--- config.mk ---
export PLATFORM = sky130hd
export DESIGN_NAME = frame_aligner_gen
export DESIGN_NICKNAME = d
export VERILOG_FILES = /design/src/rtl/frame_aligner_gen.sv
export SDC_FILE = /design/constraint.sdc
export NUM_CORES = 1
export LEC_CHECK = 0
export BUFFER_PORTS_ARGS = -buffer_cell sky130_fd_sc_hd__buf_2
export CAP_MARGIN = 25
export CORE_ASPECT_RATIO = 0.5
export CORE_MARGIN = 1
export CORE_UTILIZATION = 45
export DETAILED_ROUTE_END_ITERATION = 10
export HOLD_SLACK_MARGIN = 0.12
export PLACE_DENSITY = 0.67
export SLEW_MARGIN = 5
export SYNTH_ARGS = -nofsm -noshare
export SYNTH_HDL_FRONTEND = slang
export SYNTH_SLANG_ARGS = --single-unit
--- constraint.sdc ---
create_clock -name clk -period 3.1 [get_ports clk]
set_clock_uncertainty 0.2 [all_clocks]
set_input_delay 0.93 -clock clk [delete_from_list [all_inputs] [get_ports clk]]
set_output_delay 0.93 -clock clk [all_outputs]
set_load 0.01 [all_outputs]
--- src/rtl/frame_aligner_gen.sv ---
// Frame aligner: hunts for header A or B, locks after LOCK_CNT good frames, unlocks after
// UNLOCK_CNT consecutive bad headers. Optional macro FA_ERR_CNT_EN adds err_cnt/err_clr.
module frame_aligner_gen #(
  parameter int DATA_W      = 8,
  parameter int HDR_LEN     = 2,
  parameter logic [HDR_LEN*DATA_W-1:0] HDR_A = 16'hAFAA,
  parameter logic [HDR_LEN*DATA_W-1:0] HDR_B = 16'hBA55,
  parameter int PAYLOAD_LEN = 10,
  parameter int LOCK_CNT    = 3,
  parameter int UNLOCK_CNT  = 4,
  localparam int OPOS_W = (PAYLOAD_LEN > 1) ? $clog2(PAYLOAD_LEN) : 1
) (
  input  logic              clk,
  input  logic              reset_n,
  input  logic [DATA_W-1:0] rx_data,
  input  logic              rx_valid,
`ifdef FA_ERR_CNT_EN
  input  logic              err_clr,
  output logic [15:0]       err_cnt,
`endif
  output logic [DATA_W-1:0] out_data,
  output logic              out_valid,
  output logic [OPOS_W-1:0] fr_byte_position,
  output logic              frame_start,
  output logic              hdr_type,
  output logic              frame_detect,
  output logic [1:0]        state_o
);

  // Handshake: no backpressure. Each cycle with rx_valid=1 delivers one word that is always
  // consumed; out_valid qualifies out_data for exactly one cycle and cannot be stalled.

  localparam int FRAME_LEN = PAYLOAD_LEN + HDR_LEN;
  localparam int POS_W     = $clog2(FRAME_LEN);
  localparam int GOOD_W    = $clog2(LOCK_CNT + 1);
  localparam int BAD_W     = $clog2(UNLOCK_CNT + 1);
  localparam int WIN_W     = HDR_LEN * DATA_W;

  typedef enum logic [1:0] {
    ST_HUNT   = 2'b00,
    ST_SYNC   = 2'b01,
    ST_LOCKED = 2'b10
  } state_e;

  state_e              state_q, state_d;
  logic [POS_W-1:0]    pos_q, pos_d;
  logic [GOOD_W-1:0]   good_q, good_d, good_inc;
  logic [BAD_W-1:0]    bad_q, bad_d, bad_inc;
  logic                hdr_type_q, hdr_type_d;
  logic [WIN_W-1:0]    window;
  logic                match_a, match_b, match, at_hdr;

  logic [DATA_W-1:0]   out_data_q, out_data_d;
  logic [OPOS_W-1:0]   out_pos_q, out_pos_d;
  logic                out_valid_q, out_valid_d;
  logic                frame_start_q, frame_start_d;

  // Header window: current word on top, older valid words below (first word in the LSBs).
  generate
    if (HDR_LEN == 1) begin : g_win1
      assign window = rx_data;
    end else begin : g_winn
      logic [WIN_W-DATA_W-1:0] prev_q;
      assign window = {rx_data, prev_q};
      always_ff @(posedge clk or negedge reset_n) begin
        if (!reset_n)      prev_q <= '0;
        else if (rx_valid) prev_q <= window[WIN_W-1:DATA_W];
      end
    end
  endgenerate

  assign match_a  = (window == HDR_A);
  assign match_b  = (window == HDR_B);
  assign match    = match_a | match_b;
  assign at_hdr   = (pos_q == POS_W'(FRAME_LEN - 1));
  assign good_inc = (good_q == {GOOD_W{1'b1}}) ? good_q : good_q + 1'b1;
  assign bad_inc  = (bad_q == {BAD_W{1'b1}}) ? bad_q : bad_q + 1'b1;

  always_ff @(posedge clk or negedge reset_n) begin
    if (!reset_n) begin
      state_q       <= ST_HUNT;
      pos_q         <= '0;
      good_q        <= '0;
      bad_q         <= '0;
      hdr_type_q    <= 1'b0;
      out_data_q    <= '0;
      out_pos_q     <= '0;
      out_valid_q   <= 1'b0;
      frame_start_q <= 1'b0;
    end else begin
      state_q       <= state_d;
      pos_q         <= pos_d;
      good_q        <= good_d;
      bad_q         <= bad_d;
      hdr_type_q    <= hdr_type_d;
      out_data_q    <= out_data_d;
      out_pos_q     <= out_pos_d;
      out_valid_q   <= out_valid_d;
      frame_start_q <= frame_start_d;
    end
  end

  always_comb begin
    state_d    = state_q;
    pos_d      = pos_q;
    good_d     = good_q;
    bad_d      = bad_q;
    hdr_type_d = hdr_type_q;
    if (rx_valid) begin
      unique case (state_q)
        ST_HUNT: begin
          if (match) begin
            state_d    = (LOCK_CNT == 1) ? ST_LOCKED : ST_SYNC;
            pos_d      = '0;
            good_d     = GOOD_W'(1);
            bad_d      = '0;
            hdr_type_d = ~match_a;
          end
        end
        ST_SYNC: begin
          pos_d = at_hdr ? '0 : pos_q + 1'b1;
          if (at_hdr) begin
            if (match) begin
              good_d     = good_inc;
              hdr_type_d = ~match_a;
              if (good_inc >= GOOD_W'(LOCK_CNT)) begin
                state_d = ST_LOCKED;
                bad_d   = '0;
              end
            end else begin
              // The failing window cannot match as a HUNT header either, so just fall back.
              state_d = ST_HUNT;
              good_d  = '0;
            end
          end
        end
        ST_LOCKED: begin
          pos_d = at_hdr ? '0 : pos_q + 1'b1;
          if (at_hdr) begin
            if (match) begin
              bad_d      = '0;
              hdr_type_d = ~match_a;
            end else if (bad_inc >= BAD_W'(UNLOCK_CNT)) begin
              state_d = ST_HUNT;
              good_d  = '0;
              bad_d   = '0;
            end else begin
              bad_d = bad_inc;
            end
          end
        end
        default: state_d = ST_HUNT;
      endcase
    end
  end

  always_comb begin
    out_valid_d   = 1'b0;
    frame_start_d = 1'b0;
    out_data_d    = out_data_q;
    out_pos_d     = out_pos_q;
    if (rx_valid) begin
      out_data_d    = rx_data;
      out_pos_d     = pos_q[OPOS_W-1:0];
      out_valid_d   = (state_q == ST_LOCKED) && (pos_q < POS_W'(PAYLOAD_LEN));
      frame_start_d = out_valid_d && (pos_q == '0);
    end
  end

  assign out_data         = out_data_q;
  assign out_valid        = out_valid_q;
  assign fr_byte_position = out_pos_q;
  assign frame_start      = frame_start_q;
  assign hdr_type         = hdr_type_q;
  assign frame_detect     = (state_q == ST_LOCKED);
  assign state_o          = state_q;

`ifdef FA_ERR_CNT_EN
  logic [15:0] err_cnt_q;
  logic        err_inc;
  assign err_inc = rx_valid && (state_q == ST_LOCKED) && at_hdr && !match;

  always_ff @(posedge clk or negedge reset_n) begin
    if (!reset_n)                           err_cnt_q <= '0;
    else if (err_clr)                       err_cnt_q <= '0;
    else if (err_inc && err_cnt_q != 16'hFFFF) err_cnt_q <= err_cnt_q + 1'b1;
  end
  assign err_cnt = err_cnt_q;
`endif

endmodule

==> impl_metrics.tcl <==
set metrics [dict create \
    mappedNetlistNets 154 \
    peakVddDrop_uv 288 \
    cp-startpoint "rx_data[4]" \
    routed_wl_mm 3.10 \
    cp.required_ps 3060 \
    async_reset_ff_share_pct 100 \
    grt_first_pass_wirelength_mm 5.40 \
    max_freq_mhz 347 \
    die_h_um 42.2 \
    place_hpwl_mm 2.38 \
    ys_ff_latch 26 \
    setup_viol 0 \
    synth.distinct_cells 41 \
    num_vias 1204 \
    antenna_found_initial 0 \
    first_iter_violations 108 \
    fin_crit_sh_pct 92.9 \
    clk_latency_ps 270 \
    initial_core_util_pct 48.0 \
    maxCapViolations 0 \
    fin_ws_ps 221 \
    io_buffer_count 28 \
    ioPinCount 29 \
    rsz0062_at_grt "no" \
    leakage_uw 0.000806 \
    synth_edf_count 0 \
    slew_headroom_pct 59.9 \
    gr-total-overflow 0 \
    yosysTopAreaCell "dfrtp_1" \
    crit_fanout 3 \
    utilization_pct 57.9 \
    grt_pass1_vias 1114 \
    r2r_end "state_o[0]" \
    syn_avg_cell_area_um2 10.6 \
    startpoint_type "input port" \
    post-route-min-period_ps 2880 \
    synthFlopType "dfrtp_1" \
    ys_top_cells_by_area "dfrtp_1, mux2_2, ha_1" \
    ant_nets 0 \
    place_ws_ps -24.4 \
    tightest_slew_ps 601 \
    h-tree-depth 1 \
    hp-class "reg -> reg" \
    syn_area_mm2 0.00145 \
    powerDensity_mw_per_mm2 602 \
    diodes 0 \
    first_pass_iters 4 \
    cts-root-buf "clkbuf_8" \
    clock_path_buffers 2 \
    reg2reg_from "out_data[0]" \
    cts_sinks 26 \
    drive_above_1_share_pct 34.9 \
    fin_nets 193 \
    cts_buffers 3 \
    post-cts-setup-buffers 0 \
    cp-end-kind "flop" \
    setup_tns_ps 0 \
    syn-instance-count 137 \
    critPathCapture "state_o[0]" \
    yosys.area.top_type_share_pct 44.8 \
    gp_congestion 0.851 \
    outcome "finished, final reports clean" \
    grt_usage_pct 20.9 \
    postCtsHoldBufs 0 \
    timing.final.hold_violations 0 \
    area_growth_pct 20.7 \
    cts_tree "done" \
    yosysSeqAreaShare_pct 44.8 \
    avgRoutedWirePerCell_um 14.4 \
    nFillCells 291 \
    r2r_slack_ps 440 \
    worstPathArrival_ps 2840 \
    critical_path_class "in -> reg" \
    route.detailed.drc 0 \
    synth_commonest_cells "dfrtp_1, mux2_2, inv_1, nor2_1, nand3_1" \
    routed_via_density 5.60 \
    die-area_mm2 0.00348 \
    yosysWarnings 0 \
    rows 14 \
    grt_max_degree 27 \
    synth_most_common_cell "dfrtp_1" \
    rr_worst_depth 6 \
    fp.dieW_um 82.4 \
    drv_slew 0 \
    report.power.total_uw 1060 \
    clkSlewWorstSetupHoldPaths_ps 90 \
    post_cts_resized 0 \
    core_area_mm2 0.00303 \
]
-- routing by layer --
layer	share of wire (%)	global-route usage, %	vias to the layer above
li1	-	-	591
met1	52	31.3	573
met2	42	29.3	36
met3	5.3	6.30	4
met4	0.77	4.91	0
met5	0	0	-
-- cell usage in the layout (no fill, tap or decap), drive strengths merged, types with 2 or more instances in the layout --
cell type	count
buf	37
dfrtp	26
mux2	13
inv	11
nor2	10
nand3	7
a21oi	6
nand2	6
ha	6
o21ai	5
nand4	4
o2bb2ai	4
clkbuf	4
nor3	3
and3	3
nor4	3
or4	3
nand3b	2
a31oi	2
nand2b	2
and4b	2
-- per-stage QoR --
step / std cells / hold WS (ps) / cell area [um2]
finish: 215 / 309 / 1760
global placement: 211 / 284 / 1700
global route: 215 / 329 / 1760
CTS: 215 / 313 / 1760
floorplan: 137 / 258 / 1450
detailed placement: 211 / 291 / 1700
-- worst max-delay path, stage by stage --
cell       delay, ps
buf_2            110
or4bb_1          530
or4_4            430
and3_4           210
buf_4            130
nor4_1           370
o2bb2ai_1        130
-- power breakdown --
group          total, uW  internal, uW  leakage (uW)  switching (uW)
sequential           448           399      0.000338            48.5
clock                225           114     0.0000288             111
combinational        384           168      0.000440             216
total               1060           681      0.000806             375
-- flip-flops by register name (all words and copies together), names as in the netlist --
register	count
bad_q	3
fr_byte_position	4
frame_start	1
good_q	2
hdr_type	1
out_data	8
out_valid	1
pos_q	4
state_o	2
-- worst min path at each step --
stage | cells after the start | slack (ps) | endpoint | startpoint
3_3_place_gp | 1 | 280 | fr_byte_position[1] | fr_byte_position[1]
2_1_floorplan | 1 | 260 | good_q[0] | good_q[0]
5_1_grt | 1 | 330 | fr_byte_position[0] | fr_byte_position[0]
3_5_place_dp | 1 | 290 | fr_byte_position[3] | fr_byte_position[3]
4_1_cts | 1 | 310 | fr_byte_position[3] | fr_byte_position[3]
6_report | 1 | 310 | fr_byte_position[3] | fr_byte_position[3]
-- kinds of logic (layout without fill, tap and decap cells) --
group | after synthesis | count (layout) | share of synthesized area (%)
buffers and inverters | 14 | 52 | 3.61
DFF | 26 | 26 | 44.8
adders and majority gates | 6 | 6 | 5.16
and+or+nand+nor | 53 | 53 | 23.1
muxes | 14 | 14 | 10.8
AOI/OAI and AO/OA | 24 | 24 | 12.6
-- cell type report --
class / instances / area [um2] / share of cell area (%)
Multi-Input combinational cell: 97 / 751 / 42.8
Sequential cell: 26 / 651 / 37.1
Timing Repair Buffer: 37 / 208 / 11.8
Inverter: 11 / 41.3 / 2.35
Tap cell: 40 / 50.0 / 2.85
Clock buffer: 4 / 55.1 / 3.14
Note: power is estimated with default switching activity, not from simulation.
